`config.mk`:
```
export PLATFORM = sky130hd
export DESIGN_NAME = mod_74x163_chain_flat
export DESIGN_NICKNAME = d
export VERILOG_FILES = /design/src/rtl/mod_74x163_chain_pkg.sv /design/src/rtl/mod_74x163_chain_if.sv /design/src/rtl/mod_74x163_chain_slice.sv /design/src/rtl/mod_74x163_chain.sv /design/src/flat_wrapper.sv
export SDC_FILE = /design/constraint.sdc
export NUM_CORES = 1
export LEC_CHECK = 0
export ABC_CLOCK_PERIOD_IN_PS = 4120
export CAP_MARGIN = 20
export CORE_AREA = 2 2 39 41
export DETAILED_ROUTE_END_ITERATION = 6
export DIE_AREA = 0 0 41 43
export PLACE_DENSITY = 0.68
export SLEW_MARGIN = 20
export SYNTH_ARGS = -nofsm -noshare
export SYNTH_HDL_FRONTEND = slang
export SYNTH_SLANG_ARGS = --single-unit
```
`constraint.sdc`:
```
create_clock -name CLK -period 4.12 [get_ports CLK]
set_clock_uncertainty 0.2 [all_clocks]
set_input_delay 0.824 -clock CLK [delete_from_list [all_inputs] [get_ports CLK]]
set_output_delay 0.824 -clock CLK [all_outputs]
set_load 0.005 [all_outputs]
```
`src/rtl/mod_74x163_chain_pkg.sv`:
```
// ---------------------------------------------------------------------------
// mod_74x163_chain_pkg
//   Shared definitions for the cascaded 74x163 counter.
//   - SECTION_W / SECTION_MAX : width and terminal value of one 4-bit section
//   - sec_op_t                : the action a section takes at a clock edge
//   - decode_op()             : load/count/hold priority of one section
//   Reset is not part of decode_op; it is applied directly in the state
//   register so it always wins, whatever the other controls are doing.
// ---------------------------------------------------------------------------
package mod_74x163_chain_pkg;

  localparam int unsigned SECTION_W = 4;
  localparam logic [SECTION_W-1:0] SECTION_MAX = 4'hF;

  typedef enum logic [1:0] {
    OP_HOLD  = 2'd0,
    OP_LOAD  = 2'd1,
    OP_COUNT = 2'd2
  } sec_op_t;

  // Load beats counting and ignores both enables. Counting needs ENP and
  // this section's ENT together; anything else holds the section.
  function automatic sec_op_t decode_op(input logic ld_n,
                                        input logic enp,
                                        input logic ent);
    sec_op_t op;
    op = OP_HOLD;
    if (!ld_n) begin
      op = OP_LOAD;
    end else if (enp && ent) begin
      op = OP_COUNT;
    end
    return op;
  endfunction

  // Terminal-count decode for one section, gated by its ENT input.
  function automatic logic section_rco(input logic ent,
                                       input logic [SECTION_W-1:0] q);
    return ent && (q == SECTION_MAX);
  endfunction

endpackage

```
`src/rtl/mod_74x163_chain_if.sv`:
```
// ---------------------------------------------------------------------------
// mod_74x163_chain_if
//   Control/data bundle of the cascaded counter.
//   LD_N : synchronous parallel load, active low
//   ENP  : count enable P (all sections, does not gate RCO)
//   ENT  : count enable T (lowest section, gates RCO)
//   D    : parallel load data, bit 0 is the LSB
//   Q    : counter state, bit 0 is the LSB
//   RCO  : ripple-carry out of the top section (combinational)
//   master : the side driving the controls (e.g. a testbench or sequencer)
//   slave  : the counter itself
//   STAGES must match the STAGES of the counter it is connected to.
// ---------------------------------------------------------------------------
interface mod_74x163_chain_if
  import mod_74x163_chain_pkg::*;
#(
  parameter int unsigned STAGES = 2
) ();

  logic                          LD_N;
  logic                          ENP;
  logic                          ENT;
  logic [SECTION_W*STAGES-1:0]   D;
  logic [SECTION_W*STAGES-1:0]   Q;
  logic                          RCO;

  modport master (
    output LD_N,
    output ENP,
    output ENT,
    output D,
    input  Q,
    input  RCO
  );

  modport slave (
    input  LD_N,
    input  ENP,
    input  ENT,
    input  D,
    output Q,
    output RCO
  );

endinterface

```
`src/rtl/mod_74x163_chain_slice.sv`:
```
// ---------------------------------------------------------------------------
// mod_74x163_slice
//   One 4-bit synchronous presettable binary counter section (74x163).
//   CLK  : rising-edge clock
//   RST  : synchronous active-high clear (replaces CLR_N)
//   LD_N : synchronous parallel load, active low, ignores the enables
//   ENP  : count enable P
//   ENT  : count enable T, also gates RCO
//   D    : load data
//   Q    : section state
//   RCO  : ENT AND (Q == 4'hF), combinational
// ---------------------------------------------------------------------------
module mod_74x163_slice
  import mod_74x163_chain_pkg::*;
(
  input  logic                 CLK,
  input  logic                 RST,
  input  logic                 LD_N,
  input  logic                 ENP,
  input  logic                 ENT,
  input  logic [SECTION_W-1:0] D,
  output logic [SECTION_W-1:0] Q,
  output logic                 RCO
);

  logic [SECTION_W-1:0] q_reg;
  logic [SECTION_W-1:0] q_next;
  sec_op_t              op;

  // D is only looked at on the load branch, so an unknown D cannot reach
  // the register while LD_N is high.
  always_comb begin
    q_next = q_reg;
    op     = decode_op(LD_N, ENP, ENT);
    unique case (op)
      OP_LOAD:  q_next = D;
      OP_COUNT: q_next = q_reg + SECTION_W'(1);
      default:  q_next = q_reg;
    endcase
  end

  always_ff @(posedge CLK) begin
    if (RST) begin
      q_reg <= '0;
    end else begin
      q_reg <= q_next;
    end
  end

  assign Q   = q_reg;
  assign RCO = section_rco(ENT, q_reg);

endmodule

```
`src/rtl/mod_74x163_chain.sv`:
```
// ---------------------------------------------------------------------------
// mod_74x163_chain
//   Synchronous presettable binary counter of 4*STAGES bits built from
//   cascaded 74x163 sections.
//   CLK : rising-edge clock
//   RST : synchronous active-high reset, Q <= 0
//   bus : mod_74x163_chain_if.slave carrying LD_N, ENP, ENT, D, Q, RCO
//   Section i gets ENT from the RCO of section i-1 (section 0 gets ENT),
//   so the top RCO equals ENT AND (Q all ones) with no register in the path.
//   ENP fans out to every section unchanged.
// ---------------------------------------------------------------------------
module mod_74x163_chain
  import mod_74x163_chain_pkg::*;
#(
  parameter int unsigned STAGES = 2
) (
  input  logic                     CLK,
  input  logic                     RST,
  mod_74x163_chain_if.slave        bus
);

  localparam int unsigned W = SECTION_W * STAGES;

  // ent_chain[i] is the ENT seen by section i; ent_chain[STAGES] is the
  // carry out of the top section.
  logic [STAGES:0]  ent_chain;
  logic [W-1:0]     q_all;
  logic [W-1:0]     d_all;

  assign ent_chain[0] = bus.ENT;
  assign d_all        = bus.D;

  generate
    for (genvar gi = 0; gi < STAGES; gi++) begin : g_section
      mod_74x163_slice u_slice (
        .CLK  (CLK),
        .RST  (RST),
        .LD_N (bus.LD_N),
        .ENP  (bus.ENP),
        .ENT  (ent_chain[gi]),
        .D    (d_all[gi*SECTION_W +: SECTION_W]),
        .Q    (q_all[gi*SECTION_W +: SECTION_W]),
        .RCO  (ent_chain[gi+1])
      );
    end
  endgenerate

  assign bus.Q   = q_all;
  assign bus.RCO = ent_chain[STAGES];

endmodule
```
`src/flat_wrapper.sv`:
```
// flat-port wrapper written by rule: the top's interface ports become plain ports
module mod_74x163_chain_flat import mod_74x163_chain_pkg::*;
#(
  parameter int unsigned STAGES = 2
)
  (CLK, RST, bus_LD_N, bus_ENP, bus_ENT, bus_D, bus_Q, bus_RCO);
  mod_74x163_chain_if #(.STAGES(STAGES)) bus_i ();
  input  logic CLK;
  input  logic RST;
  input wire logic [$bits(bus_i.LD_N)-1:0] bus_LD_N;
  input wire logic [$bits(bus_i.ENP)-1:0] bus_ENP;
  input wire logic [$bits(bus_i.ENT)-1:0] bus_ENT;
  input wire logic [$bits(bus_i.D)-1:0] bus_D;
  output wire logic [$bits(bus_i.Q)-1:0] bus_Q;
  output wire logic [$bits(bus_i.RCO)-1:0] bus_RCO;
  assign bus_i.LD_N = bus_LD_N;
  assign bus_i.ENP = bus_ENP;
  assign bus_i.ENT = bus_ENT;
  assign bus_i.D = bus_D;
  assign bus_Q = bus_i.Q;
  assign bus_RCO = bus_i.RCO;
  mod_74x163_chain #(.STAGES(STAGES)) u_core (.CLK(CLK), .RST(RST), .bus(bus_i));
endmodule
```
==> flow_summary.yaml <==
power_and_ir_drop:
  peakVddDrop_mv: 0.137
  p_int_uw: 142
  power.share.switching_pct: 25.8
  p_leak_uw: 0.000241
  power.density_nw_per_um2: 282
  p_switching_uw: 49.4
  p_clk_share_pct: 31.7
  pwr-share-comb_pct: 21.2
  p_seq_share_pct: 47.1
routing:
  maxUsedRoutingLayer: "met4"
  firstDrtPassIters: 4
  drc: 0
  wirelength_met1_um: 500
  vias: 476
  route.met3.wl_um: 71
  ant_nets: 0
  vias_per_cell: 5.29
  drtIter0Drc: 6
  wl_per_cell_um: 11.5
  wl_met2_um: 448
  drt_wl_total_mm: 1.03
global_routing:
  grt_pass1_wl_mm: 1.73
  overflow: 0
  grt_max_degree: 17
  antenna_found_initial: 0
  grt_pass1_vias: 382
  grt_use_total_pct: 14.8
floorplanning:
  die_h_um: 43
  core-area_um2: 1380
  start_util_pct: 31.6
  dieArea_um2: 1760
  ios: 22
  die_x_um: 41
  row_count: 14
status:
  status: "finished clean"
yosys:
  ys_warn_count: 0
  avgSynthCellArea_um2: 8.26
  synth.distinct_cells: 16
  syn_area_um2: 438
  synth_seq_cells: 8
  synthCells: 53
  syn_nets: 68
  yosysSeqAreaShare_pct: 36.6
layout:
  top_regs: "u_core.g_section.u_slice.Q (8)"
  largest_register: "u_core.g_section.u_slice.Q"
  layout-drive-gt1-share_pct: 5.41
  layout.nets: 91
  antennaDiodeCount: 0
  largest_reg_flops: 8
  synthToLayoutAreaGrowth_pct: 55.1
  finalNonFillerCells: 90
worst_setup_path:
  path_common_cell: "clkdlybuf4s50_1"
  critPathSlowestCell: "clkdlybuf4s50_1"
  criticalPathCategory: "primary input to output port"
  cp.depth: 4
  crit_buf_inv: 2
  worstPathMaxFanout: 9
  critical-path-top-delay-family: "buffers and inverters"
  rr_startpoint: "u_core.g_section[0].u_slice.Q[0]$_SDFFE_PP0P_"
  arrival_ps: 2180
  r2r_cells: 4
  cp.required_ps: 3100
  crit_path_cell_trace: "clkdlybuf4s50_1 -> nand4_4 -> nor2_1 -> clkdlybuf4s50_1"
  cpPeakStageDelay_ps: 560
  cp-startpoint: "bus_ENT"
  setup.worst_path.end_class: "output port"
  startpoint_type: "primary input"
clock_network:
  clock-sinks: 8
  cts.repair.resized: 0
  insertion_delay_ps: 260
  cts_setup_buffers: 0
  cts.clk_slew.worst_paths_ps: 60
  cts_made_buffers: 3
  ctsHoldBuffers: 0
  cts.root.buffer_cell: "clkbuf_4"
  clk_path_buf_depth: 2
  htree_num_levels: 1
  cts_tree: "done"
timing:
  hold_viol_final: 0
  rsz0062_at_grt: "false"
  setup_viol: 0
  timing.setup.tns_ps: 0
  worstMarginPinSlew_ps: 531
  slew_viol_final: 0
  fmax_mhz: 312
  maxSlewHeadroom_pct: 64.5
  period_share_pct: 77.8
  finalCriticalPeriod_ps: 3200
worst_hold_path:
  min_path_type: "flop to flop"
  hold_depth: 2
  hp-start: "u_core.g_section[1].u_slice.Q[1]$_SDFFE_PP0P_"
placed_design:
  dp_cells: 87
  numPortBuffers: 21
  gp_congestion: 0.797
  dp_hpwl_um: 738
run:
  maxCapViolations: 0
==> through the flow <==
stage,power [uW],area (um2),hold WS [ps],utilization [%],setup slack (ps)
2_1_floorplan,106,438,301,-,2010
3_3_place_gp,132,657,319,47.5,921
3_5_place_dp,132,657,311,47.5,914
4_1_cts,194,679,327,49.1,915
5_1_grt,207,679,364,49.1,821
6_report,192,679,332,49.1,916
==> cells in the mapped netlist (all sizes together) <==
library cell  count  area, um2
nor2              9       33.8
o21ai             5       25.0
dfxtp             8        160
xor2              2       17.5
nand4             2       27.5
inv               1       3.75
o21a              1       7.51
nand3             4       20.0
ha                2       25.0
buf               1       3.75
clkbuf            2       7.51
or3               4       25.0
a211oi            3       22.5
a311oi            5       43.8
nand2             4       15.0
==> layout by cell type, fill, tap and decap left out, drive strengths merged <==
master,n
nor2,9
a311oi,5
nand2,4
clkdlybuf4s50,21
inv,1
a211oi,3
nand3,4
ha,2
or3,4
dfxtp,8
xor2,2
o21a,1
nand4,2
clkbuf,3
o21ai,5
==> metal layers <==
metal | track usage (%) | vias up
li1 | - | 239
met1 | 21.2 | 214
met2 | 17.8 | 21
met3 | 4.71 | 2
met4 | 10.0 | 0
met5 | 0 | -
==> path summary, 6_finish.rpt <==
check	to	slack (ps)
worst max-delay path	bus_RCO	920
worst min register to register	u_core.g_section[1].u_slice.Q[1]$_SDFFE_PP0P_	330
worst max register to register	u_core.g_section[1].u_slice.Q[3]$_SDFFE_PP0P_	2440
worst min-delay path	u_core.g_section[1].u_slice.Q[1]$_SDFFE_PP0P_	330
==> power groups by stage <==
stage                     registers (uW)  logic [uW]  clock network (uW)
after global routing                91.2        45.0                70.9
after CTS                           90.2        40.8                63.2
final                               90.3        40.6                60.8
after detailed placement            91.8        40.4                   0
after floorplan                     91.1        14.8                   0
after global placement              91.5        40.4                   0
==> logic make-up (layout without fill, tap and decap cells) <==
kind of cell	after synthesis	count (layout)	synth area share, %
compound gates	14	14	22.6
flops	8	8	36.6
buf+inv	4	25	3.43
fa+ha+maj	2	2	5.71
xor+xnor	2	2	4.00
simple gates	23	23	27.7
==> worst register-to-register path: cells and delay by family, from the launching register on <==
| kind | cells | cell delay [ps] |
|---|---|---|
| fa+ha+maj | 1 | 240 |
| compound gates | 1 | 240 |
| flops | 1 | 390 |
| simple gates | 2 | 530 |
==> area by class of cell <==
type | instances | area, um2
clock buffer | 3 | 22.5
fill | 140 | 704
inverter | 1 | 3.75
multi-input combinational | 41 | 263
sequential | 8 | 160
tap | 16 | 20.0
timing repair buffer | 21 | 210
No activity file was read; power rests on OpenSTA's default activity.
